`config.mk`:
```
export PLATFORM = sky130hd
export DESIGN_NAME = snake_speed_controller
export DESIGN_NICKNAME = d
export VERILOG_FILES = /design/src/rtl/snake_speed_controller.sv
export SDC_FILE = /design/constraint.sdc
export NUM_CORES = 1
export LEC_CHECK = 0
export BUFFER_PORTS_ARGS = -buffer_cell sky130_fd_sc_hd__buf_2
export CELL_PAD_IN_SITES_DETAIL_PLACEMENT = 1
export CELL_PAD_IN_SITES_GLOBAL_PLACEMENT = 2
export CORE_ASPECT_RATIO = 1.4
export CORE_MARGIN = 2
export CORE_UTILIZATION = 31
export DETAILED_ROUTE_END_ITERATION = 12
export PLACE_DENSITY = 0.79
export RECOVER_POWER = 100
export REMOVE_ABC_BUFFERS = 1
export SYNTH_ARGS = -nofsm -noshare
export SYNTH_HDL_FRONTEND = slang
export SYNTH_SLANG_ARGS = --single-unit
```
`constraint.sdc`:
```
create_clock -name CLK -period 2.95 [get_ports CLK]
set_input_delay 0.59 -clock CLK [delete_from_list [all_inputs] [get_ports CLK]]
set_output_delay 0.59 -clock CLK [all_outputs]
set_load 0.02 [all_outputs]
```
`src/rtl/snake_speed_controller.sv`:
```
// Snake game pacing: divides BASE_TICK into MOVE_TICK strobes, tracks the
// run/pause/over state and raises the speed level as food is eaten.
module snake_speed_controller #(
  parameter int TICK_WIDTH       = 8,
  parameter int PERIOD_START     = 100,
  parameter int PERIOD_STEP      = 8,
  parameter int PERIOD_MIN       = 20,
  parameter int LEVEL_WIDTH      = 4,
  parameter int LEVEL_MAX        = 10,
  parameter int POINTS_PER_LEVEL = 4,
  parameter int POINT_WIDTH      = 3
) (
  input  logic                   CLK,
  input  logic                   RESET,
  input  logic                   BASE_TICK,
  input  logic                   START,
  input  logic                   PAUSE,
  input  logic                   GAME_OVER,
  input  logic                   SCORE_INC,
  output logic                   MOVE_TICK,
  output logic                   LEVEL_UP,
  output logic [LEVEL_WIDTH-1:0] SPEED_LEVEL,
  output logic [TICK_WIDTH-1:0]  PERIOD,
  output logic [1:0]             STATE,
  output logic                   RUNNING
);

  localparam int SW = TICK_WIDTH + LEVEL_WIDTH + 2;
  localparam logic signed [SW-1:0] START_S = SW'(PERIOD_START);
  localparam logic signed [SW-1:0] STEP_S  = SW'(PERIOD_STEP);
  localparam logic signed [SW-1:0] MIN_S   = SW'(PERIOD_MIN);

  typedef enum logic [1:0] {
    IDLE   = 2'd0,
    RUN    = 2'd1,
    PAUSED = 2'd2,
    OVER   = 2'd3
  } state_t;

  state_t                 state_p0;
  state_t                 state_nxt;
  logic [TICK_WIDTH-1:0]  tick_cnt_p0;
  logic [POINT_WIDTH-1:0] point_cnt_p0;
  logic [LEVEL_WIDTH-1:0] level_p0;
  logic                   move_p0;
  logic                   level_up_p0;
  logic [TICK_WIDTH-1:0]  period_m1;
  logic                   clear;
  logic                   run;
  logic                   terminal;

  // Signed wide subtraction so a large level clamps to the floor instead of wrapping.
  function automatic logic [TICK_WIDTH-1:0] sat_period(input logic [LEVEL_WIDTH-1:0] lvl);
    logic signed [SW-1:0] diff;
    diff = START_S - $signed(SW'(lvl)) * STEP_S;
    if (diff < MIN_S) sat_period = TICK_WIDTH'(PERIOD_MIN);
    else              sat_period = TICK_WIDTH'(diff);
  endfunction

  assign PERIOD    = sat_period(level_p0);
  assign period_m1 = PERIOD - TICK_WIDTH'(1);
  assign terminal  = (tick_cnt_p0 >= period_m1);
  assign run       = (state_p0 == RUN);
  assign clear     = START && ((state_p0 == IDLE) || (state_p0 == OVER));

  always_comb begin
    state_nxt = state_p0;
    case (state_p0)
      IDLE:    if (START) state_nxt = RUN;
      RUN:     if (GAME_OVER) state_nxt = OVER;
               else if (PAUSE) state_nxt = PAUSED;
      PAUSED:  if (GAME_OVER) state_nxt = OVER;
               else if (PAUSE) state_nxt = RUN;
      default: if (START) state_nxt = RUN;
    endcase
  end

  always_ff @(posedge CLK) begin
    if (RESET) state_p0 <= IDLE;
    else       state_p0 <= state_nxt;
  end

  // Stage p0: tick divider, score/level counters and registered strobes
  always_ff @(posedge CLK) begin
    if (RESET) begin
      tick_cnt_p0  <= '0;
      point_cnt_p0 <= '0;
      level_p0     <= '0;
      move_p0      <= 1'b0;
      level_up_p0  <= 1'b0;
    end else begin
      move_p0     <= 1'b0;
      level_up_p0 <= 1'b0;
      if (clear) begin
        tick_cnt_p0  <= '0;
        point_cnt_p0 <= '0;
        level_p0     <= '0;
      end else if (run) begin
        if (BASE_TICK) begin
          if (terminal) begin
            tick_cnt_p0 <= '0;
            move_p0     <= 1'b1;
          end else begin
            tick_cnt_p0 <= tick_cnt_p0 + TICK_WIDTH'(1);
          end
        end
        if (SCORE_INC) begin
          if (point_cnt_p0 == POINT_WIDTH'(POINTS_PER_LEVEL - 1)) begin
            point_cnt_p0 <= '0;
            if (level_p0 < LEVEL_WIDTH'(LEVEL_MAX)) begin
              level_p0    <= level_p0 + LEVEL_WIDTH'(1);
              level_up_p0 <= 1'b1;
            end
          end else begin
            point_cnt_p0 <= point_cnt_p0 + POINT_WIDTH'(1);
          end
        end
      end
    end
  end

  assign MOVE_TICK   = move_p0;
  assign LEVEL_UP    = level_up_p0;
  assign SPEED_LEVEL = level_p0;
  assign STATE       = state_p0;
  assign RUNNING     = run;

endmodule

```
==> run summary <==
================================================================================
Post-synthesis cell area ..........................................   1140 sq um
Critical path capture point type ..................................         flop
Number of port buffers ............................................           20
Final-stage net count .............................................          176
Fraction of synthesized cell area taken by the top area cell type .        33.3%
Share of async-settable or async-resettable flops after synthesis .           0%
Number of buffers created by CTS ..................................            3
Relative area change from synthesis to final layout ...............        14.9%
Number of enable-type register cells in the synthesized netlist ...            0
Vertical die dimension ............................................      75.8 um
Critical path peak fanout .........................................            9
Ratio of cells with drive above 1 in the final layout .............        10.9%
Power Internal ....................................................     0.433 mW
Fmax ..............................................................      377 MHz
Part of the total power dissipated in sequential elements .........        42.7%
TritonCTS clock tree ..............................................          yes
Number of clock sinks .............................................           19
Switching fraction of total power .................................        36.0%
Count of max-cap constraint violations ............................            0
Sum of negative setup slack .......................................         0 ns
Beginning of the critical path .................................... SPEED_LEVEL[0]
Global-route usage over all layers ................................        13.4%
H-tree levels .....................................................            1
Diode insertion count for antenna repair ..........................            0
Setup clock skew after layout .....................................   0.00611 ns
Global-route wire length before repair ............................      4440 um
HPWL after detailed placement .....................................      2090 um
Average routed wire per standard cell .............................      13.5 um
Number of nets with antenna violations after detailed routing .....            0
Crit path launch type .............................................         flop
Yosys cell types ..................................................           33
Worst-case reg-to-reg path depth ..................................           13
Worst-Skew Late Latency ...........................................      0.25 ns
Dominant cell type by count on the critical path ..................         ha_1
Highest cell delay on the worst timing path .......................      0.39 ns
Register area share after synthesis ...............................        33.3%
Worst reg2reg path startpoint ..................................... SPEED_LEVEL[0]
Die Footprint .....................................................   4190 sq um
Total detailed-routing wirelength .................................      2670 um
Pin count of the biggest net entering global routing ..............           15
Number of antenna violations at the first check in global routing .            0
Slew HR ...........................................................        66.1%
Final-report max-slew violation count .............................            0
Worst Max-Slew Pin Slew ...........................................     0.496 ns
Iteration-0 DRC count of the detailed router ......................           15
Ordered list of cells on the worst path ........................... inv_1, ha_1, nor2_1, nand2_1, a21oi_1, ha_1, nand2b_1, ha_1, a211o_1, a21oi_1, a221oi_4, buf_12, nor3_1
Syn Area/Cell .....................................................   8.39 sq um
Total vias in the final route .....................................          990
Slack of the worst reg-to-reg path ................................      0.29 ns
Post-DR vias/cell .................................................         5.00
Status ............................................................ finished clean
CTS clk-pin slew, worst paths .....................................      0.07 ns
Primary FF master, synth ..........................................      dfxtp_1
Logic pwr share ...................................................        30.7%
DP Worst Slack ....................................................     0.183 ns
Number of register bits inferred by synthesis .....................           19
Worst Setup Slack, final ..........................................     0.295 ns
Overflow after GRT ................................................            0
Switching power ...................................................     0.244 mW
Arr. time, crit path ..............................................      2.83 ns
Number of global-route vias before repair .........................          968
Hold Vio Cnt, Final ...............................................            0
Worst reg2reg path endpoint ....................................... tick_cnt_p0[4]
Period minus WS final .............................................      2.66 ns
Power density over the cells ......................................  516 nW/um^2
Unrepaired setup endpoints after global routing ...................           no
Initial core utilization ..........................................        31.9%
Critical path data required time ..................................      3.12 ns
Std cell rows .....................................................           26
List of most frequent post-synthesis cells ........................ 19 x dfxtp_1, 16 x nor2_1, 12 x ha_1, 12 x inv_1, 12 x nor3_1
Top cells by area, synth .......................................... dfxtp_1 33%, ha_1 13%, xnor2_1 5.4%, nor3_1 5.3%, nor2_1 5.3%
Leakage ...........................................................     0.549 nW
Number of failing setup endpoints in the final timing report ......            0
Cell with the most instances after synthesis ......................      dfxtp_1
Largest voltage drop on the vdd net ...............................     0.345 mV
Final cycle utilization of the critical path ......................        90.0%
Cell at the slowest stage of the critical path ....................      dfxtp_2
Classification of the worst setup path ............................   reg -> reg
Post-route DRC ....................................................            0
Drt first pass iters ..............................................            3
Clock root cell ...................................................     clkbuf_8
Routability-driven placement congestion ratio .....................        0.776
Io pins ...........................................................           24
CP Capture Point .................................................. tick_cnt_p0[4]
Clk network pwr share .............................................        26.6%
Synthesized netlist cell count ....................................          136
Floorplan core area ...............................................   3580 sq um
Die span in x .....................................................      55.3 um
Clock Path Buffers ................................................            2
Hold/Removal Path Class ...........................................   reg -> reg
Cell taking the most area after synthesis .........................      dfxtp_1
Yosys warns .......................................................            0
================================================================================
stage by stage:
| stage | cells | hold slack (ns) | cell area [sq um] | utilization, % | power, mW |
|---|---|---|---|---|---|
| 5_1_grt | 198 | 0.512 | 1310 | 36.6 | 0.723 |
| 4_1_cts | 197 | 0.489 | 1300 | 36.4 | 0.691 |
| 3_5_place_dp | 193 | 0.473 | 1260 | 35.2 | 0.510 |
| 6_report | 198 | 0.486 | 1310 | 36.6 | 0.677 |
| 3_3_place_gp | 193 | 0.474 | 1260 | 35.2 | 0.496 |
| 2_1_floorplan | 131 | 0.453 | 1110 | - | 0.444 |
worst min-delay path by stage:
| stage | from | to | slack, ns | depth (start not counted) |
|---|---|---|---|---|
| 3_5_place_dp | point_cnt_p0[2] | point_cnt_p0[2] | 0.47 | 1 |
| 5_1_grt | point_cnt_p0[2] | point_cnt_p0[2] | 0.51 | 1 |
| 2_1_floorplan | point_cnt_p0[2] | point_cnt_p0[2] | 0.45 | 1 |
| 3_3_place_gp | point_cnt_p0[2] | point_cnt_p0[2] | 0.47 | 1 |
| 6_report | point_cnt_p0[2] | point_cnt_p0[2] | 0.49 | 1 |
| 4_1_cts | point_cnt_p0[2] | point_cnt_p0[2] | 0.49 | 1 |
registers in the layout, summed over array words and instances (netlist names):
name,flops
STATE,2
MOVE_TICK,1
tick_cnt_p0,8
SPEED_LEVEL,4
point_cnt_p0,3
LEVEL_UP,1
critical path: cells and delay by family (launching register included):
family / cells / cell delay (ns)
AND/OR/NAND/NOR: 4 / 0.51
adder cells (fa/ha/maj): 3 / 0.71
buffers and inverters: 2 / 0.24
flip-flops: 1 / 0.39
AO/OA/AOI/OAI: 4 / 0.72
logic make-up (layout without fill, tap and decap cells):
kind of cell	Yosys count	after routing	synth area share [%]
compound gates	21	21	13.4
xor+xnor	11	11	8.44
fa+ha+maj	12	12	13.2
buf+inv	18	37	7.35
flops	19	19	33.3
mux	3	3	2.74
other cells	2	3	0.658
simple gates	50	50	20.9
cell usage in the layout (no fill, tap or decap), types with 3 or more instances in the layout:
cell type	count
nand2_1	8
o21ai_0	4
conb_1	3
clkbuf_1	13
clkbuf_8	3
nand3_1	6
xnor2_1	7
dfxtp_1	17
ha_1	12
a21oi_1	7
buf_2	8
inv_1	12
nor2_1	16
nor3_1	12
xor2_1	4
routing by layer:
metal  track usage (%)  share of wire (%)  up-vias  routed length, um
met4              5.96                1.0        0                 27
met2              25.0                 54       15               1440
met1              15.5                 42      479               1130
met3              1.53                2.8        2                 75
met5                 0                  0        -                  0
li1                  -                  -      494                  -
power by group through the flow:
stage,sequential (mW),clock [mW],combinational (mW)
after global placement,0.292,0,0.204
after CTS,0.289,0.185,0.217
after floorplan,0.305,0,0.139
after detailed placement,0.295,0,0.215
after global routing,0.292,0.200,0.231
final,0.289,0.180,0.208
cell type report:
type,count,area (sq um)
Inverter,12,45.0
Fill cell,468,2270
Tap cell,42,52.6
Clock buffer,4,45.0
Sequential cell,19,383
Timing Repair Buffer,21,105
Multi-Input combinational cell,100,681
repair_timing:
action | in CTS | in global routing
hold buffers | 0 | 0
endpoints found under the setup margin | 0 | 9
setup buffers | 0 | 1
resized for setup | 0 | 2
Note: power is estimated with default switching activity, not from simulation.
